## config.mk

```make
export PLATFORM = sky130hd
export DESIGN_NAME = dp_mem_arbiter
export DESIGN_NICKNAME = d
export VERILOG_FILES = /design/src/rtl/dp_mem_arbiter.sv
export SDC_FILE = /design/constraint.sdc
export NUM_CORES = 1
export LEC_CHECK = 0
export CORE_MARGIN = 4
export CORE_UTILIZATION = 41
export CTS_BUF_LIST = sky130_fd_sc_hd__clkbuf_2
export DETAILED_ROUTE_END_ITERATION = 8
export HOLD_SLACK_MARGIN = 0.02
export PLACE_DENSITY = 0.92
export SETUP_SLACK_MARGIN = 0.5
export SLEW_MARGIN = 20
export SYNTH_ARGS = -nofsm -noshare
export SYNTH_HDL_FRONTEND = slang
export SYNTH_SLANG_ARGS = --single-unit
```

## constraint.sdc

```tcl
create_clock -name clk -period 2.03 [get_ports clk]
set_input_delay 0.203 -clock clk [delete_from_list [all_inputs] [get_ports clk]]
set_output_delay 0.203 -clock clk [all_outputs]
set_load 0.005 [all_outputs]
```

## src/rtl/dp_mem_arbiter.sv

```systemverilog
// dp_mem_arbiter: round-robin arbiter sharing one single-port MEM between ports A and B (optional range check: DP_MEM_ARB_ADDR_CHECK_EN).
// Latency: request sampled in IDLE on cycle T, mem_valid on T+1, rd_data/ready on T+3; one access per 4 cycles.
// Backpressure: requesters hold valid and fields until their one-cycle ready pulse; the losing port simply waits.
module dp_mem_arbiter #(
    parameter int DATA_WIDTH = 32,
    parameter int ADDR_WIDTH = 16,
    parameter int MEM_DEPTH  = 49152
) (
    input  logic                  clk,
    input  logic                  rstn,
    input  logic                  valid_a,
    input  logic                  op_a,
    input  logic [DATA_WIDTH-1:0] wr_data_a,
    input  logic [ADDR_WIDTH-1:0] addr_a,
    output logic [DATA_WIDTH-1:0] rd_data_a,
    output logic                  ready_a,
    output logic                  err_a,
    input  logic                  valid_b,
    input  logic                  op_b,
    input  logic [DATA_WIDTH-1:0] wr_data_b,
    input  logic [ADDR_WIDTH-1:0] addr_b,
    output logic [DATA_WIDTH-1:0] rd_data_b,
    output logic                  ready_b,
    output logic                  err_b,
    output logic                  mem_valid,
    output logic                  mem_op,
    output logic [DATA_WIDTH-1:0] mem_wr_data,
    output logic [ADDR_WIDTH-1:0] mem_addr,
    input  logic [DATA_WIDTH-1:0] mem_rd_data
);

    if (MEM_DEPTH < 1 || longint'(MEM_DEPTH) > (longint'(1) << ADDR_WIDTH)) begin : g_bad_depth
        $error("dp_mem_arbiter: MEM_DEPTH does not fit in ADDR_WIDTH");
    end

    typedef enum logic [1:0] {
        IDLE    = 2'd0,
        ACCESS  = 2'd1,
        CAPTURE = 2'd2,
        DONE    = 2'd3
    } state_t;

    state_t                state;
    logic                  last_grant_b;  // doubles as "current owner" once granted
    logic                  win_b;
    logic                  win_op;
    logic [ADDR_WIDTH-1:0] win_addr;
    logic [DATA_WIDTH-1:0] win_data;
    logic                  win_err;
    logic                  err_q;

    always_comb begin
        win_b    = (valid_a && valid_b) ? ~last_grant_b : valid_b;
        win_op   = win_b ? op_b : op_a;
        win_addr = win_b ? addr_b : addr_a;
        win_data = win_b ? wr_data_b : wr_data_a;
    end

`ifdef DP_MEM_ARB_ADDR_CHECK_EN
    assign win_err = (32'(win_addr) >= 32'(MEM_DEPTH));
`else
    assign win_err = 1'b0;
    assign err_q   = 1'b0;
    assign err_a   = 1'b0;
    assign err_b   = 1'b0;
`endif

    always_ff @(posedge clk or negedge rstn) begin
        if (!rstn) begin
            state        <= IDLE;
            last_grant_b <= 1'b1;
            mem_valid    <= 1'b0;
            mem_op       <= 1'b0;
            mem_addr     <= '0;
            mem_wr_data  <= '0;
            rd_data_a    <= '0;
            rd_data_b    <= '0;
            ready_a      <= 1'b0;
            ready_b      <= 1'b0;
`ifdef DP_MEM_ARB_ADDR_CHECK_EN
            err_q        <= 1'b0;
            err_a        <= 1'b0;
            err_b        <= 1'b0;
`endif
        end else begin
            case (state)
                IDLE: begin
                    if (valid_a || valid_b) begin
                        last_grant_b <= win_b;
                        mem_op       <= win_op;
                        mem_addr     <= win_addr;
                        mem_wr_data  <= win_data;
                        // out-of-range requests still walk the FSM, just never strobe MEM
                        mem_valid    <= ~win_err;
`ifdef DP_MEM_ARB_ADDR_CHECK_EN
                        err_q        <= win_err;
`endif
                        state        <= ACCESS;
                    end
                end
                ACCESS: begin
                    mem_valid <= 1'b0;
                    state     <= CAPTURE;
                end
                CAPTURE: begin
                    if (!mem_op && !err_q) begin
                        if (last_grant_b) rd_data_b <= mem_rd_data;
                        else              rd_data_a <= mem_rd_data;
                    end
                    ready_a <= ~last_grant_b;
                    ready_b <= last_grant_b;
`ifdef DP_MEM_ARB_ADDR_CHECK_EN
                    err_a   <= err_q & ~last_grant_b;
                    err_b   <= err_q & last_grant_b;
`endif
                    state   <= DONE;
                end
                DONE: begin
                    ready_a <= 1'b0;
                    ready_b <= 1'b0;
`ifdef DP_MEM_ARB_ADDR_CHECK_EN
                    err_a   <= 1'b0;
                    err_b   <= 1'b0;
`endif
                    state   <= IDLE;
                end
                default: state <= IDLE;
            endcase
        end
    end

endmodule

```

==> summary.md, run 1 <==
| Metric | Value |
|---|---|
| DRT iter0 DRCs | `311` |
| Clk buf depth | `2` |
| Reg clk slew, reported paths | `0.19 ns` |
| Psw | `4.00 mW` |
| Synth top area cells | `dfrtp_1 60%, mux2_2 14%, nand2_1 7.5%` |
| Total gr overflow | `0` |
| Worst R2R Path Depth | `6` |
| Drc violations | `0` |
| Clock power share | `0.136` |
| CTS tree | `done` |
| HPWL after DPL | `10.5 mm` |
| Logic pwr share | `0.499` |
| Peak supply drop | `slightly above 700 uV` |
| Sequential-to-total area share from yosys stat | `0.602` |
| Initial antenna violation count | `2` |
| Setup ws final | `around 0.43 ns` |
| Worst skew pair latency | `0.64 ns` |
| Status | `finished, final reports clean` |
| Detailed Route WL | `roughly 17 mm` |
| Setup TNS | `0 ns` |
| Int Power | `around 7.7 mW` |
| Synthesis-to-layout area growth | `68.0%` |
| Min-delay worst type | `primary input to register` |
| Routed vias | `4754` |
| Worst setup endpoint | `rd_data_a[10]` |
| Synth Register Bits | `119` |
| Pwr dens | `1400 nW/um^2` |
| Synthesized area | `4950 um^2` |
| Chip height | `118 um` |
| Minimum clock period | `1.60 ns` |
| Layout cells sized above 1 | `0.386` |
| Leakage | `3.88 nW` |
| Gr usage total | `0.219` |
| Die Width | `118 um` |
| Synth top area share | `0.597` |
| Rows | `39` |
| First-pass GRT wire length | `24.2 mm` |
| Vias in the first global route | `4744` |
| Largest net degree at the start of global routing | `64` |
| DIE AREA | `13900 um^2` |
| Fmax | `625 MHz` |
| Via/cell ratio | `5.10` |
| Crit Path Class | `register to register` |
| # fillers | `802` |
| Nets | `913` |
| # IOs | `around 250` |
| GPL Wtd Cong | `0.815` |
| CTS Sinks | `about 120` |
| Max_cap viols | `0` |
| Sw Share | `0.343` |
| CTS H-tree depth | `4` |
| Tcrit/Tclk final | `0.788` |
| Initial core utilization | `0.426` |
| Final setup violation count | `0` |
| Commonest non-fill, non-tap cell in the layout | `clkdlybuf4s50_1` |
| Core ar. | `about 12000 um^2` |
| Worst setup EP type | `register` |
| Clock skew | `0.0355 ns` |
| Top cell type by total area after synthesis | `dfrtp_1` |
| Startpoint Class | `register` |
| Root Driver | `clkbuf_2` |
| Syn avg cell area | `11.3 um^2` |
| RSZ-0062 raised after global routing | `true` |
| CP max FO | `8` |
| Required @ worst endpoint | `2.55 ns` |
| Worst setup path startpoint | `state[0]` |
| Reg-to-reg endpoint | `rd_data_a[10]` |
| Num CTS Buffers | `17` |
| Post-synthesis cell type count | `23` |
| Most frequent cells in the layout | `132 x clkdlybuf4s50_1, 118 x dfrtp_1, 99 x nand2_1` |
| Drt wl/cell | `between 15 and 20 um` |
| Syn. warnings | `0` |
| Final hold violations | `0` |
| PortBufs | `approximately 250` |
| Routed Antenna Nets | `0` |
| Worst Path Arrival | `2.12 ns` |
| Place WS | `0.287 ns` |
| Fin. max-slew vios | `0` |
| DRT Pass-1 Iters | `4` |
| R2r setup slk | `0.43 ns` |
| Worst r2r src | `state[0]` |
| Seq pwr share | `0.365` |
| Cells after Synth | `436` |
## state kept, by name (all words and copies together), names as in the netlist
name          flops
mem_wr_data      32
rd_data_a        32
rd_data_b        32
mem_addr         16
state             2
last_grant_b      1
mem_op            1
mem_valid         1
ready_a           1
ready_b           1
## worst min path at each step
stage	startpoint	endpoint	cells past startpoint	slack [ns]
global route	wr_data_a[20]	mem_wr_data[20]	3	0.01
global placement	rstn	rd_data_a[12]	1	0.17
detailed placement	rstn	rd_data_a[11]	1	0.19
floorplan	rstn	mem_addr[0]	0	-0.09
finish	addr_a[8]	mem_addr[8]	3	0.11
CTS	wr_data_b[12]	mem_wr_data[12]	3	0.02
## per-layer routing
layer,routed length [um],track usage,part of all wire
met5,0,0,0
met4,621,0.0835,0.036
met3,1590,0.0807,0.092
met1,6410,0.239,0.37
met2,8630,0.387,0.50
## through the flow
stage | hold slack [ns] | utilization | total power [mW] | instances | cell area, um^2
finish | 0.109 | 0.715 | 11.7 | 932 | 8310
global route | 0.0101 | 0.715 | 12.4 | 932 | 8310
CTS | 0.0225 | 0.695 | 11.2 | 885 | 8070
detailed placement | 0.194 | 0.657 | 9.68 | 809 | 7630
global placement | 0.173 | 0.657 | 9.40 | 809 | 7630
floorplan | -0.0926 | - | 6.36 | 437 | 4960
## power by group through the flow
| stage | combinational [mW] | clock, mW | sequential [mW] |
|---|---|---|---|
| 3_5_place_dp | 5.34 | 0 | 4.35 |
| 6_report | 5.82 | 1.59 | 4.25 |
| 4_1_cts | 5.31 | 1.62 | 4.23 |
| 3_3_place_gp | 5.13 | 0 | 4.27 |
| 5_1_grt | 6.30 | 1.75 | 4.39 |
| 2_1_floorplan | 2.04 | 0 | 4.32 |
## Yosys cell counts
master,count
a21bo_2,1
a21boi_2,1
a21oi_1,3
a31oi_1,50
buf_2,12
buf_4,7
buf_6,3
clkbuf_1,8
conb_1,1
dfrtp_1,118
dfstp_2,1
ha_1,5
inv_1,3
mux2_1,2
mux2_2,63
mux2i_1,2
nand2_1,99
nand3b_1,1
nor2_1,52
nor3_1,1
nor3b_1,1
nor3b_4,1
o21a_1,1
## cells by family after synthesis
logic type	count (synthesis)	share of synthesized area
muxes	67	0.152
AOI/OAI and AO/OA	56	0.0721
adders and majority gates	5	0.0126
and+or+nand+nor	155	0.122
DFF	119	0.602
other	1	0.000758
buffers and inverters	33	0.0379
## worst max-delay path, stage by stage, from the launching register on
cell	delay [ns]
dfrtp_1	0.43
inv_2	0.09
ha_4	0.14
nor3b_4	0.18
buf_6	0.18
clkbuf_16	0.19
mux2_4	0.30
## area by class of cell
type	instances	area, um^2	area share
multi-input combinational	287	1960	0.236
clock inverter	14	158	0.0190
clock buffer	18	90.1	0.0108
antenna	2	5.00	0.000602
sequential	119	2980	0.359
timing repair buffer	346	2930	0.353
inverter	3	11.3	0.00136
tap	143	179	0.0215
## repair_timing
action                                 4_1_cts  5_1_grt
gates resized for setup                    368       73
buffers inserted                            37       26
gates cloned                                 3        7
hold buffers                                 4       12
setup endpoints to repair                  190      160
endpoints found under the hold margin      120        9
Note: power is estimated with default switching activity, not from simulation.
==> inputs of run 2 (changes only) <==
CORE_UTILIZATION = 37   (was 41)
PLACE_DENSITY = 0.88   (was 0.92)
clock period = 1.3 ns   (was 2.03 ns; I/O delays follow)
==> run 2 against run 1 <==
- the flow now finishes with violations (negative hold slack, negative setup slack)
- critical path type unchanged
- count of clock-buffer cells in the layout grew 2
- wire length grew 27%
- highest routed layer unchanged
- maximum frequency shrank 2.5%
- non-clock buffer count grew 132
- die area grew 10%
- setup slack lost 0.77 ns
- core utilization grew 4.8 points
- sequential power grew 60%
- largest power group unchanged
- clock skew shrank 0.0095 ns
==> summary.md, run 2 (synthesis results as in run 1) <==
| Metric | Value |
|---|---|
| Status | `finished, violations left (was finished, final reports clean)` |
| Violated checks | `negative hold slack, negative setup slack` |
| Drt wl/cell | `20.1 um (was 18.5 um)` |
| Routed Antenna Nets | `0 (unchanged)` |
| Max_cap viols | `0 (unchanged)` |
| Setup TNS | `-34.97 ns (was 0 ns)` |
| HPWL after DPL | `10.7 mm (was 10.5 mm)` |
| Leakage | `4.56 nW (was 3.88 nW)` |
| Critical path buffers and inverters | `3 (unchanged)` |
| Detailed Route WL | `21.9 mm (was 17.3 mm)` |
| Gr usage total | `0.251 (was 0.219)` |
| Layout cells sized above 1 | `0.370 (was 0.386)` |
| Fmax | `610 MHz (was 625 MHz)` |
| Startpoint Class | `register (unchanged)` |
| Int Power | `13.7 mW (was 7.67 mW)` |
| Required @ worst endpoint | `1.88 ns (was 2.55 ns)` |
| CTS H-tree depth | `4 (unchanged)` |
| Commonest non-fill, non-tap cell in the layout | `clkdlybuf4s50_1 (unchanged)` |
| Psw | `6.98 mW (was 4.00 mW)` |
| Clock power share | `0.148 (was 0.136)` |
| Seq pwr share | `0.328 (was 0.365)` |
| Most frequent cells in the layout | `132 x clkdlybuf4s50_1, 116 x dfrtp_1, 114 x dlygate4sd3_1, 114 x buf_2, 99 x nand2_1 (was 132 x clkdlybuf4s50_1, 118 x dfrtp_1, 99 x nand2_1)` |
| CP cell instances | `inv_2, buf_4, ha_4, o21a_4, buf_12, nor2_1, a31oi_1 (was inv_2, ha_4, nor3b_4, buf_6, clkbuf_16, mux2_4)` |
| Crit Path Class | `register to register (unchanged)` |
| Total gr overflow | `0 (unchanged)` |
| Nets | `1043 (was 913)` |
| CP max FO | `16 (was 8)` |
| Num CTS Buffers | `17 (unchanged)` |
| DRT Pass-1 Iters | `7 (was 4)` |
| Rows | `41 (was 39)` |
| DRT iter0 DRCs | `373 (was 311)` |
| Drc violations | `0 (unchanged)` |
| Tcrit/Tclk final | `1.26 (was 0.788)` |
| Final setup violation count | `232 (was 0)` |
| GPL Wtd Cong | `0.821 (was 0.815)` |
| Logic pwr share | `0.523 (was 0.499)` |
| Final hold violations | `20 (was 0)` |
| First-pass GRT wire length | `29.2 mm (was 24.2 mm)` |
| Worst skew pair latency | `0.69 ns (was 0.64 ns)` |
| Die Width | `124 um (was 118 um)` |
| Via/cell ratio | `5.14 (was 5.10)` |
| Chip height | `124 um (was 118 um)` |
| CTS Sinks | `119 (unchanged)` |
| Routed vias | `5599 (was 4754)` |
| Root Driver | `clkbuf_2 (unchanged)` |
| Pwr dens | `2100 nW/um^2 (was 1400 nW/um^2)` |
| Non-filler cells in the finished layout | `1089 (was 932)` |
| Seq. cell area | `2980 um^2 (about the same)` |
| Area occupied by multi-input gates | `1960 um^2 (about the same)` |
| Peak supply drop | `1210 uV (was 723 uV)` |
| Worst Path Arrival | `2.22 ns (was 2.12 ns)` |
| Vias in the first global route | `5567 (was 4744)` |
| Minimum clock period | `1.64 ns (was 1.60 ns)` |
| Largest registers | `mem_wr_data (32), rd_data_a (32), rd_data_b (32) (unchanged)` |
| Reg clk slew, reported paths | `0.20 ns (was 0.19 ns)` |
| DIE AREA | `15300 um^2 (was 13900 um^2)` |
| Initial core utilization | `0.384 (was 0.426)` |
| RSZ-0062 raised after global routing | `true (unchanged)` |
| Synthesis-to-layout area growth | `98.8% (was 68.0%)` |
| Worst setup EP type | `register (unchanged)` |
| Worst hold slack | `-0.118 ns (was 0.109 ns)` |
| Sw Share | `0.338 (was 0.343)` |
| # IOs | `252 (unchanged)` |
| CTS tree | `done (unchanged)` |
| Max incr delay on CP | `0.44 ns (was 0.43 ns)` |
| Clk buf depth | `2 (unchanged)` |
| Dpl cells | `851 (was 809)` |
| Core ar. | `12900 um^2 (was 11600 um^2)` |
| Setup ws final | `-0.340 ns (was 0.431 ns)` |
| CP max-delay cell | `dfrtp_1 (unchanged)` |
| Clock skew | `0.0260 ns (was 0.0355 ns)` |
| Delay-heaviest family, CP | `compound AO/OA/AOI/OAI gates (was buffers and inverters)` |
| Min-delay worst type | `primary input to asynchronous set/reset pin (was primary input to register)` |
| Initial antenna violation count | `0 (was 2)` |
| # fillers | `694 (was 802)` |
| Fin. max-slew vios | `0 (unchanged)` |
| PortBufs | `249 (unchanged)` |
| Largest net degree at the start of global routing | `51 (was 64)` |
## run 2: cell count changes in the layout (fill, tap and decap cells not counted), moves of 5 or more
cell / delta
dlygate4sd3_1: +98
buf_2: +56
clkbuf_2: -56
buf_4: +17
buf_6: +9
buf_12: +6
mux2_2: -5
mux2_4: +5
## run 2: repair_timing
item | 4_1_cts | 5_1_grt
setup buffers | 35 | 43
gates resized for setup | 493 | 31
cloned | 4 | 10
pin swaps | 1 | 1
hold buffers | 101 | 13
setup endpoints to repair | 235 | 235
endpoints found under the hold margin | 170 | 39
## run 2: area by class of cell
cell class              count  share of cell area
diodes                      1            0.000254
clock buffers              20              0.0102
inverters                   3             0.00115
repair buffers            478               0.443
multi-input cells         285               0.200
clock inverters            11              0.0207
flip-flops and latches    119               0.303
well taps                 172              0.0219
## run 2: power by group through the flow
| stage | clock network, mW | logic [mW] | registers [mW] |
|---|---|---|---|
| 2_1_floorplan | 0 | 3.32 | 6.75 |
| 3_3_place_gp | 0 | 8.22 | 6.69 |
| 3_5_place_dp | 0 | 8.50 | 6.81 |
| 4_1_cts | 3.07 | 8.39 | 6.61 |
| 5_1_grt | 3.27 | 11.5 | 6.94 |
| 6_report | 3.06 | 10.8 | 6.78 |
## run 2: worst paths after layout
path,slack [ns],end,depth (start not counted),from
min in group clk,0.10,rd_data_a[6],2,mem_rd_data[6]
worst min register to register,0.52,rd_data_b[30],1,rd_data_b[30]
max in group asynchronous,0.80,mem_wr_data[28],3,rstn
worst max register to register,-0.34,mem_addr[4],7,state[0]
worst max-delay path,-0.34,mem_addr[4],7,state[0]
worst min-delay path,-0.12,rd_data_b[12],2,rstn
## run 2: worst reg2reg max path: stages (launching register included)
cell and delay [ns]:
dfrtp_1 0.44, inv_2 0.10, buf_4 0.12, ha_4 0.15, o21a_4 0.22, buf_12 0.18, nor2_1 0.07, a31oi_1 0.27
## run 2: stage by stage
stage               hold slack, ns  cell area (um^2)  worst slack (ns)  power [mW]  utilization
CTS                         -0.171              9000            -0.297        18.1        0.699
detailed placement          0.0656              7790            -0.328        15.3        0.605
floorplan                   -0.166              5020            -0.262        10.1            -
global placement            0.0593              7790            -0.253        14.9        0.605
finish                      -0.118              9830            -0.340        20.6        0.764
global route                -0.195              9830            -0.388        21.7        0.764
## run 2: per-layer routing
metal / wire length (um) / global-route usage / up-vias
met5: 0 / 0 / -
met2: 11000 / 0.427 / 415
met4: 997 / 0.110 / 0
met1: 7580 / 0.281 / 2672
met3: 2290 / 0.0931 / 95
li1: - / - / 2417
